### src/rtl/speed_select_pkg.sv
// speed_select_pkg: shared FSM/direction types and speed bounds for the speed selector.
package speed_select_pkg;
  typedef enum logic [1:0] {IDLE, DELAY, REPEAT, LOCKED} state_t;
  typedef enum logic {DIR_UP, DIR_DOWN} dir_t;
  localparam logic [2:0] SPEED_MIN = 3'd0;
  localparam logic [2:0] SPEED_MAX = 3'd7;
  function automatic logic [2:0] sat_step(input logic [2:0] v, input dir_t dir);
    return dir == DIR_UP ? (v == SPEED_MAX ? v : v + 3'd1) : (v == SPEED_MIN ? v : v - 3'd1);
  endfunction
endpackage

### src/rtl/button_debounce.sv
// button_debounce: 2-flop synchroniser plus consecutive-cycle debounce of one raw button.
module button_debounce #(
  parameter int DEBOUNCE_CYCLES = 50000
) (
  input  logic clk,
  input  logic reset_n,
  input  logic i_raw,
  output logic o_level
);
  localparam int CW = DEBOUNCE_CYCLES > 1 ? $clog2(DEBOUNCE_CYCLES) : 1;
  logic [1:0]    r_sync;
  logic          r_level;
  logic [CW-1:0] r_cnt;
  always_ff @(posedge clk or negedge reset_n) begin
    if (!reset_n) begin
      r_sync  <= '0;
      r_level <= 1'b0;
      r_cnt   <= '0;
    end else begin
      r_sync <= {r_sync[0], i_raw};
      if (r_sync[1] == r_level) r_cnt <= '0;
      else if (r_cnt == CW'(DEBOUNCE_CYCLES - 1)) begin
        r_level <= r_sync[1];
        r_cnt   <= '0;
      end else r_cnt <= r_cnt + 1'b1;
    end
  end
  assign o_level = r_level;
endmodule

### src/rtl/speed_select.sv
// speed_select: debounced up/down buttons drive a saturating 3-bit speed code with auto-repeat.
module speed_select
  import speed_select_pkg::*;
#(
  parameter int         DEBOUNCE_CYCLES = 50000,
  parameter int         REPEAT_DELAY    = 12000000,
  parameter int         REPEAT_PERIOD   = 3000000,
  parameter logic [2:0] SPEED_INIT      = 3'd3
) (
  input  logic       clk,
  input  logic       reset_n,
  input  logic       btn_up,
  input  logic       btn_down,
  output logic [2:0] speed,
  output logic       changed
);
  localparam int TW = $clog2(REPEAT_DELAY > REPEAT_PERIOD ? REPEAT_DELAY : REPEAT_PERIOD);
  logic          w_u, w_d, w_rise_u, w_rise_d, w_held, w_other, w_step;
  logic [TW-1:0] w_tmax;
  logic [2:0]    w_next_speed;
  dir_t          w_dir_new;
  logic          r_u_q, r_d_q, r_changed;
  logic [TW-1:0] r_timer;
  logic [2:0]    r_speed;
  state_t        r_state;
  dir_t          r_dir;
  button_debounce #(.DEBOUNCE_CYCLES(DEBOUNCE_CYCLES)) u_db_up (
    .clk(clk), .reset_n(reset_n), .i_raw(btn_up), .o_level(w_u)
  );
  button_debounce #(.DEBOUNCE_CYCLES(DEBOUNCE_CYCLES)) u_db_down (
    .clk(clk), .reset_n(reset_n), .i_raw(btn_down), .o_level(w_d)
  );
  always_comb begin
    w_rise_u     = w_u & ~r_u_q;
    w_rise_d     = w_d & ~r_d_q;
    w_held       = r_dir == DIR_UP ? w_u : w_d;
    w_other      = r_dir == DIR_UP ? w_d : w_u;
    w_tmax       = r_state == DELAY ? TW'(REPEAT_DELAY - 1) : TW'(REPEAT_PERIOD - 1);
    w_dir_new    = r_state == IDLE ? (w_rise_u & ~w_d ? DIR_UP : DIR_DOWN) : r_dir;
    w_step       = r_state == IDLE ? (w_rise_u & ~w_d) | (w_rise_d & ~w_u)
                 : (r_state == DELAY || r_state == REPEAT) && w_held && !w_other && r_timer == w_tmax;
    w_next_speed = w_step ? sat_step(r_speed, w_dir_new) : r_speed;
  end
  // A release or a lock on the same edge as a due repeat wins over the step.
  always_ff @(posedge clk or negedge reset_n) begin
    if (!reset_n) begin
      r_u_q     <= 1'b0;
      r_d_q     <= 1'b0;
      r_speed   <= SPEED_INIT;
      r_changed <= 1'b0;
      r_timer   <= '0;
      r_state   <= IDLE;
      r_dir     <= DIR_UP;
    end else begin
      r_u_q     <= w_u;
      r_d_q     <= w_d;
      r_speed   <= w_next_speed;
      r_changed <= w_next_speed != r_speed;
      case (r_state)
        IDLE:
          if (w_u && w_d) r_state <= LOCKED;
          else if (w_step) begin
            r_state <= DELAY;
            r_dir   <= w_dir_new;
            r_timer <= '0;
          end
        DELAY, REPEAT:
          if (!w_held) r_state <= IDLE;
          else if (w_other) r_state <= LOCKED;
          else if (w_step) begin
            r_state <= REPEAT;
            r_timer <= '0;
          end else r_timer <= r_timer + 1'b1;
        LOCKED:
          if (!w_u && !w_d) r_state <= IDLE;
        default: r_state <= IDLE;
      endcase
    end
  end
  assign speed   = r_speed;
  assign changed = r_changed;
endmodule
### config.mk
export PLATFORM = sky130hd
export DESIGN_NAME = speed_select
export DESIGN_NICKNAME = d
export VERILOG_FILES = /design/src/rtl/speed_select_pkg.sv /design/src/rtl/button_debounce.sv /design/src/rtl/speed_select.sv
export SDC_FILE = /design/constraint.sdc
export NUM_CORES = 1
export LEC_CHECK = 0
export CAP_MARGIN = 20
export CORE_MARGIN = 4
export CORE_UTILIZATION = 50
export CTS_CLUSTER_SIZE = 14
export DETAILED_ROUTE_END_ITERATION = 16
export GPL_TIMING_DRIVEN = 0
export PLACE_DENSITY_LB_ADDON = 0.15
export SLEW_MARGIN = 40
export SYNTH_ARGS = -nofsm -noshare
export SYNTH_HDL_FRONTEND = slang
export SYNTH_HIERARCHICAL = 1
export SYNTH_SLANG_ARGS = --single-unit
### constraint.sdc
create_clock -name clk -period 6.2 [get_ports clk]
set_input_delay 1.86 -clock clk [delete_from_list [all_inputs] [get_ports clk]]
set_output_delay 1.86 -clock clk [all_outputs]
set_load 0.01 [all_outputs]
Yosys cells after proc, flatten, opt, wreduce, memory -nomap -nowiden
Index checks and enable logic that the tools add are counted.
{"block": "classes", "bitwise_logic": 12, "reduce_logical": 18, "eq_ne": 17, "add_sub_neg": 5, "mux": 27}
{"operator": "24-bit two-way mux", "count": 6}
{"operator": "16-bit two-way mux", "count": 4}
{"operator": "24-bit case mux with 2 select lines", "count": 1}
{"operator": "16-bit by 1-bit adder with 16-bit output (second input constant)", "count": 2}
{"operator": "16-bit == test (second input constant)", "count": 2}
{"operator": "24-bit by 1-bit adder with 24-bit output (second input constant)", "count": 1}
{"operator": "24-bit == test", "count": 1}
{"operator": "2-bit two-way mux", "count": 6}
{"operator": "3-bit two-way mux", "count": 4}
{"operator": "2-bit != test (second input constant)", "count": 5}
{"operator": "1-bit inverter", "count": 7}
{"operator": "2-bit case mux with 3 select lines", "count": 1}
{"operator": "3-bit AND reduction", "count": 2}
{"operator": "1-bit logical AND", "count": 5}
{"operator": "1-bit two-way mux", "count": 5}
{"operator": "5-bit AND reduction", "count": 1}
{"operator": "1-bit AND", "count": 4}
{"operator": "2-bit == test (second input constant)", "count": 2}
{"operator": "4-bit != test (second input constant)", "count": 1}
{"operator": "2-bit AND reduction", "count": 2}
{"operator": "3-bit by 1-bit adder with 3-bit output (second input constant)", "count": 1}
{"operator": "3-bit == test (second input constant)", "count": 1}
{"operator": "1-bit logical NOT", "count": 3}
{"operator": "3-bit logical NOT", "count": 1}
{"operator": "10 further kinds", "count": 11}
{"block": "totals", "register_bits": 71, "elab_cells": 92, "out_inout_bits": 4, "inputBits": 4}

Logic depth before layout (Yosys ltp)
Gate-level depths: netlist (run 1).
{"block": "depth", "ltp_word": 10, "depth_mapped": 9, "mapped_depth_nobuf": 7}

Cells and area by module
The synthesis (run 1) kept the hierarchy.
{"mod": "speed_select", "seq_area_each_um2": 828.3, "area_each_um2": 2204.6, "cells_each": 232, "instances": 1}
{"mod": "button_debounce at u_db_up", "seq_area_each_um2": 475.5, "area_each_um2": 910.9, "cells_each": 86, "instances": 1}
{"mod": "button_debounce at u_db_down", "seq_area_each_um2": 475.5, "area_each_um2": 895.9, "cells_each": 84, "instances": 1}

Least setup slack after synthesis (run 1)
Ideal clock, no wire load.
{"block": "synth_timing", "kind": "register to output", "start": "register r_speed[0], in the netlist speed[0]", "end": "output port speed[0]", "t_required_ps": 4340, "n_path_buf": 0, "slack_ps": 3770, "arrival_ps": 570, "stages_incl_launch_ff": 1, "cell_sequence": "dfstp_2"}
{"item": "from (decl)", "line_no": "speed_select.sv:24", "source": "logic [2:0] r_speed;"}
{"item": "from (signal assigned)", "line_no": "speed_select.sv:57", "source": "r_speed <= w_next_speed;"}
{"item": "to (decl)", "line_no": "speed_select.sv:14", "source": "output logic [2:0] speed,"}
No word-level cell between the ends.

Worst setup path in the final report (run 1)
{"block": "layout_timing", "start": "register r_speed[0], in the netlist speed[0]", "end": "output port speed[0]"}
No word-level cell between the ends.

==> report_table.html, run 1 <==
<table>
<tr><th>Metric</th><th>Value</th></tr>
<tr><th colspan="2">Final layout</th></tr>
<tr><td>Share of post-route cells with drive strength above 1</td><td>0.1432</td></tr>
<tr><td>Utilization after layout</td><td>0.5681</td></tr>
<tr><td>Number of nets in the layout</td><td>434</td></tr>
<tr><td>Area growth from synthesis to layout</td><td>10.01%</td></tr>
<tr><td>Number of antenna repair diodes</td><td>0</td></tr>
<tr><td>Most frequent cells in the layout</td><td>69 x sky130_fd_sc_hd__dfrtp_1, 58 x sky130_fd_sc_hd__nor2_1, 25 x sky130_fd_sc_hd__xnor2_1, 23 x sky130_fd_sc_hd__nand2_1, 21 x sky130_fd_sc_hd__nand3_1</td></tr>
<tr><td>Most common cell after layout, fill and taps aside</td><td>sky130_fd_sc_hd__dfrtp_1</td></tr>
<tr><td>Non-Filler Instances</td><td>528</td></tr>
<tr><th colspan="2">Global route</th></tr>
<tr><td>Largest net degree at the start of global routing</td><td>48</td></tr>
<tr><td>GRT Resource Usage Total</td><td>0.1693</td></tr>
<tr><td>Number of antenna violations at the first check in global routing</td><td>0</td></tr>
<tr><td>Gr ovfl total</td><td>0</td></tr>
<tr><td>Global-route wire length before repair</td><td>13,390 µm</td></tr>
<tr><td>Vias in the first global route</td><td>2,919</td></tr>
<tr><th colspan="2">Floorplanning</th></tr>
<tr><td>Die width</td><td>97.57 µm</td></tr>
<tr><td>Num ports</td><td>8</td></tr>
<tr><td>Vert. Die Dim</td><td>97.57 µm</td></tr>
<tr><td>Starting density of the core</td><td>0.5164</td></tr>
<tr><td># rows</td><td>32</td></tr>
<tr><td>Full die area</td><td>0.009520 mm²</td></tr>
<tr><td>Area of the core region</td><td>0.007767 mm²</td></tr>
<tr><th colspan="2">Setup path</th></tr>
<tr><td>Kind of critical path</td><td>flop to output pin</td></tr>
<tr><td>Req. time, crit path</td><td>4.34 ns</td></tr>
<tr><td>Levels on crit path</td><td>1</td></tr>
<tr><td>Critical path buffer and inverter count</td><td>1</td></tr>
<tr><td>Maximum fanout count along the critical path</td><td>7</td></tr>
<tr><td>Max incr delay on CP</td><td>0.59 ns</td></tr>
<tr><td>Cell with the largest stage delay on the worst path</td><td>sky130_fd_sc_hd__dfstp_2</td></tr>
<tr><td>Critical path capture point type</td><td>output pin</td></tr>
<tr><td>Sequence of cells on the critical path</td><td>clkdlybuf4s50_1</td></tr>
<tr><td>Depth of the worst register-to-register path</td><td>9</td></tr>
<tr><td>Startpoint types</td><td>flop</td></tr>
<tr><td>Cell type group with the largest total delay on the critical path</td><td>flip-flops</td></tr>
<tr><td>Beginning of the worst register-to-register path</td><td>r_state[0]</td></tr>
<tr><td>Data arrival time at the worst-slack endpoint</td><td>1.49 ns</td></tr>
<tr><td>Startpoint of the worst setup timing path</td><td>speed[0]</td></tr>
<tr><th colspan="2">Logic synthesis</th></tr>
<tr><td>Post-synthesis register bit count</td><td>71</td></tr>
<tr><td>Syn_nets</td><td>415</td></tr>
<tr><td>Synth warnings</td><td>6</td></tr>
<tr><td>Syn Area/Cell</td><td>9.978 µm²</td></tr>
<tr><td>Async S/R FF share, synth</td><td>1.000</td></tr>
<tr><td>Post-Synthesis Cell Area</td><td>0.004011 mm²</td></tr>
<tr><td>Cell count after synthesis</td><td>402</td></tr>
<tr><td>Fraction of the yosys area taken by sequential cells</td><td>0.4435</td></tr>
<tr><td>Number of library cell types mapped by synthesis</td><td>64</td></tr>
<tr><td>Predominant post-synthesis flop cell</td><td>sky130_fd_sc_hd__dfrtp_1</td></tr>
<tr><td>Number of enable flip-flop cells after synthesis</td><td>0</td></tr>
<tr><th colspan="2">Power and ir drop</th></tr>
<tr><td>Cell internal power dissipation</td><td>0.6313 mW</td></tr>
<tr><td>Share of power burned in the clock network</td><td>0.402</td></tr>
<tr><td>Leakage component of the power</td><td>1.807 nW</td></tr>
<tr><td>Net Switching</td><td>0.1969 mW</td></tr>
<tr><td>Share of power burned in registers</td><td>0.570</td></tr>
<tr><td>Part of the power in combinational logic</td><td>0.029</td></tr>
<tr><td>Worst IR Drop VDD</td><td>0.0001291 V</td></tr>
<tr><td>Power density normalized to cell area</td><td>187.7 mW/mm²</td></tr>
<tr><td>Switching power share of the total</td><td>0.2378</td></tr>
<tr><th colspan="2">Min path</th></tr>
<tr><td>Number of cells traversed by the worst hold path</td><td>0</td></tr>
<tr><td>Worst min-delay path startpoint</td><td>u_db_down/r_sync[0]</td></tr>
<tr><td>HP Class</td><td>flop to flop</td></tr>
<tr><th colspan="2">Clocking</th></tr>
<tr><td>Number of buffers added to fix hold violations after cts</td><td>0</td></tr>
<tr><td>Clock tree root buffer cell</td><td>sky130_fd_sc_hd__clkbuf_8</td></tr>
<tr><td>Worst skew pair latency</td><td>0.34 ns</td></tr>
<tr><td>Deepest clock path buffer count</td><td>2</td></tr>
<tr><td># resized after CTS</td><td>0</td></tr>
<tr><td>H-tree levels</td><td>3</td></tr>
<tr><td>Clock tree from TritonCTS</td><td>done</td></tr>
<tr><td>Number of buffers created by CTS</td><td>9</td></tr>
<tr><td>Number of sinks on the clock net</td><td>71</td></tr>
<tr><td>Clock-pin slew on the worst setup and hold paths</td><td>0.08 ns</td></tr>
<tr><td>Number of buffers inserted to repair setup after CTS</td><td>0</td></tr>
<tr><th colspan="2">STA</th></tr>
<tr><td>Worst slew margin</td><td>0.5559</td></tr>
<tr><td>Unrepaired setup endpoints after global routing</td><td>no</td></tr>
<tr><td>Worst Skew</td><td>0.009585 ns</td></tr>
<tr><td>Setup TNS</td><td>0 ns</td></tr>
<tr><td>Final-report setup violation count</td><td>0</td></tr>
<tr><td>Slew @ Worst Pin</td><td>0.6626 ns</td></tr>
<tr><td>F_max</td><td>298.6 MHz</td></tr>
<tr><td>Final count of pins violating max slew</td><td>0</td></tr>
<tr><td>Part of the cycle the worst path needs</td><td>0.5402</td></tr>
<tr><td>Final hold viol count</td><td>0</td></tr>
<tr><td>Final critical-path required period</td><td>3.349 ns</td></tr>
<tr><th colspan="2">Detailed routing</th></tr>
<tr><td>Starting DRT DRC Count</td><td>64</td></tr>
<tr><td>Detail-routed net length per standard cell</td><td>14.17 µm</td></tr>
<tr><td>Met1 Routed Length</td><td>3653 µm</td></tr>
<tr><td>Vias per Instance</td><td>5.640</td></tr>
<tr><td>Met2 wire length</td><td>3514 µm</td></tr>
<tr><td>Residual DRC</td><td>0</td></tr>
<tr><td>Highest metal layer used by the detailed router</td><td>met4</td></tr>
<tr><td>DRT Pass-1 Iters</td><td>4</td></tr>
<tr><td>Final wirelength</td><td>7483 µm</td></tr>
<tr><td>Met3 WL post-DR</td><td>253 µm</td></tr>
<tr><td>Remaining antenna violation count after routing</td><td>0</td></tr>
<tr><td>Via count of the routed design</td><td>2,978</td></tr>
<tr><th colspan="2">Job</th></tr>
<tr><td># Max-Cap Violations</td><td>0</td></tr>
<tr><th colspan="2">Status</th></tr>
<tr><td>Run status</td><td>complete, no violations</td></tr>
<tr><th colspan="2">Place</th></tr>
<tr><td>Routability Congestion</td><td>0.8393</td></tr>
<tr><td>Placed wire-length estimate after detailed placement</td><td>5282 µm</td></tr>
<tr><td>Inst Count DP</td><td>512</td></tr>
<tr><td>Count of buffers from port buffering</td><td>7</td></tr>
</table>
[cells by family after synthesis]
logic type | share of synthesized area
simple gates | 0.2882
buf+inv | 0.03962
flops | 0.4435
fa+ha+maj | 0.02807
mux | 0.02059
xor+xnor | 0.09389
compound gates | 0.08609
[state kept, by name, indices dropped and copies added, names as in the netlist]
| signal | flops |
|---|---|
| r_d_q | 1 |
| u_db_up/o_level | 1 |
| u_db_down/r_cnt | 16 |
| u_db_up/r_sync | 2 |
| speed | 3 |
| u_db_down/o_level | 1 |
| r_timer | 24 |
| changed | 1 |
| r_u_q | 1 |
| r_state | 2 |
| u_db_up/r_cnt | 16 |
| u_db_down/r_sync | 2 |
| r_dir | 1 |
[path summary, 6_finish.rpt]
kind                                  endpoint  slack, ns
min in group asynchronous          r_timer[19]       1.37
setup / recovery                      speed[0]       2.85
setup reg to reg                    r_timer[3]       3.70
max in group asynchronous   u_db_down/r_cnt[5]       4.33
hold / removal             u_db_down/r_sync[1]       0.35
hold reg to reg            u_db_down/r_sync[1]       0.35
[final cells by class]
| cell class | instances | area [µm²] |
|---|---|---|
| Fill cell | 699 | 3354 |
| Multi-Input combinational cell | 305 | 2073 |
| Sequential cell | 71 | 1779 |
| Clock buffer | 11 | 141.4 |
| Tap cell | 102 | 127.6 |
| Buffer | 14 | 113.9 |
| Timing Repair Buffer | 8 | 98.84 |
| Inverter | 12 | 45.04 |
| Clock inverter | 5 | 33.78 |
[power groups by stage]
stage	combinational [mW]	sequential, mW	clock (mW)
after floorplan	0.00919	0.480	0
after global placement	0.0223	0.481	0
after detailed placement	0.0249	0.481	0
after CTS	0.0249	0.472	0.346
after global routing	0.0275	0.473	0.366
final	0.0237	0.472	0.333
[Yosys cell counts, types with 3 or more instances]
master,count,area share
sky130_fd_sc_hd__and3_1,3,0.0047
sky130_fd_sc_hd__or3_1,11,0.017
sky130_fd_sc_hd__and4_1,5,0.011
sky130_fd_sc_hd__nor2b_1,4,0.0062
sky130_fd_sc_hd__a21oi_1,12,0.015
sky130_fd_sc_hd__o21ai_0,15,0.019
sky130_fd_sc_hd__nand3_1,21,0.026
sky130_fd_sc_hd__xor2_1,18,0.039
sky130_fd_sc_hd__nor3_1,9,0.011
sky130_fd_sc_hd__nand4_1,18,0.028
sky130_fd_sc_hd__nor4_2,3,0.0094
sky130_fd_sc_hd__xnor2_1,25,0.055
sky130_fd_sc_hd__ha_1,9,0.028
sky130_fd_sc_hd__nor4_1,6,0.0094
sky130_fd_sc_hd__a31oi_1,3,0.0047
sky130_fd_sc_hd__buf_6,7,0.020
sky130_fd_sc_hd__nor2_1,58,0.054
sky130_fd_sc_hd__inv_1,12,0.011
sky130_fd_sc_hd__nand2_1,23,0.022
sky130_fd_sc_hd__nand2b_1,3,0.0047
sky130_fd_sc_hd__dfrtp_1,69,0.43
sky130_fd_sc_hd__mux2i_1,3,0.0075
sky130_fd_sc_hd__buf_2,4,0.0050
[layer usage]
layer  up-vias  GRT usage
met4         0    0.05005
met5         -          0
met2        40     0.2699
li1       1481          -
met1      1453     0.2248
met3         4    0.04810
[metrics by stage]
stage | hold WS, ns | total power, mW | worst slack [ns] | area (µm²)
6_report | 0.3548 | 0.8282 | 2.851 | 4413
3_5_place_dp | 0.3362 | 0.5059 | 3.219 | 4238
2_1_floorplan | 0.3312 | 0.4891 | 3.770 | 4011
4_1_cts | 0.3589 | 0.8427 | 2.833 | 4413
3_3_place_gp | 0.3320 | 0.5031 | 0.8093 | 4209
5_1_grt | 0.3736 | 0.8664 | 2.801 | 4413
Note: power is estimated with default switching activity, not from simulation.
==> run 2, diff against run 1 <==
Clock period 6.2 ns to 3.5 ns, I/O delays scaled along.
==> results of run 2 <==
The final DEF is identical to that of run 1. Status: complete, no violations.
Among the figures that moved: setup slack after placement 3.219 ns -> 0.9952 ns; setup slack after layout 2.851 ns -> 0.9607 ns; register-to-register setup slack 3.70 ns -> 1.00 ns; total power 0.8282 mW -> 1.467 mW; worst IR drop on VDD 0.0001291 V -> 0.0002287 V
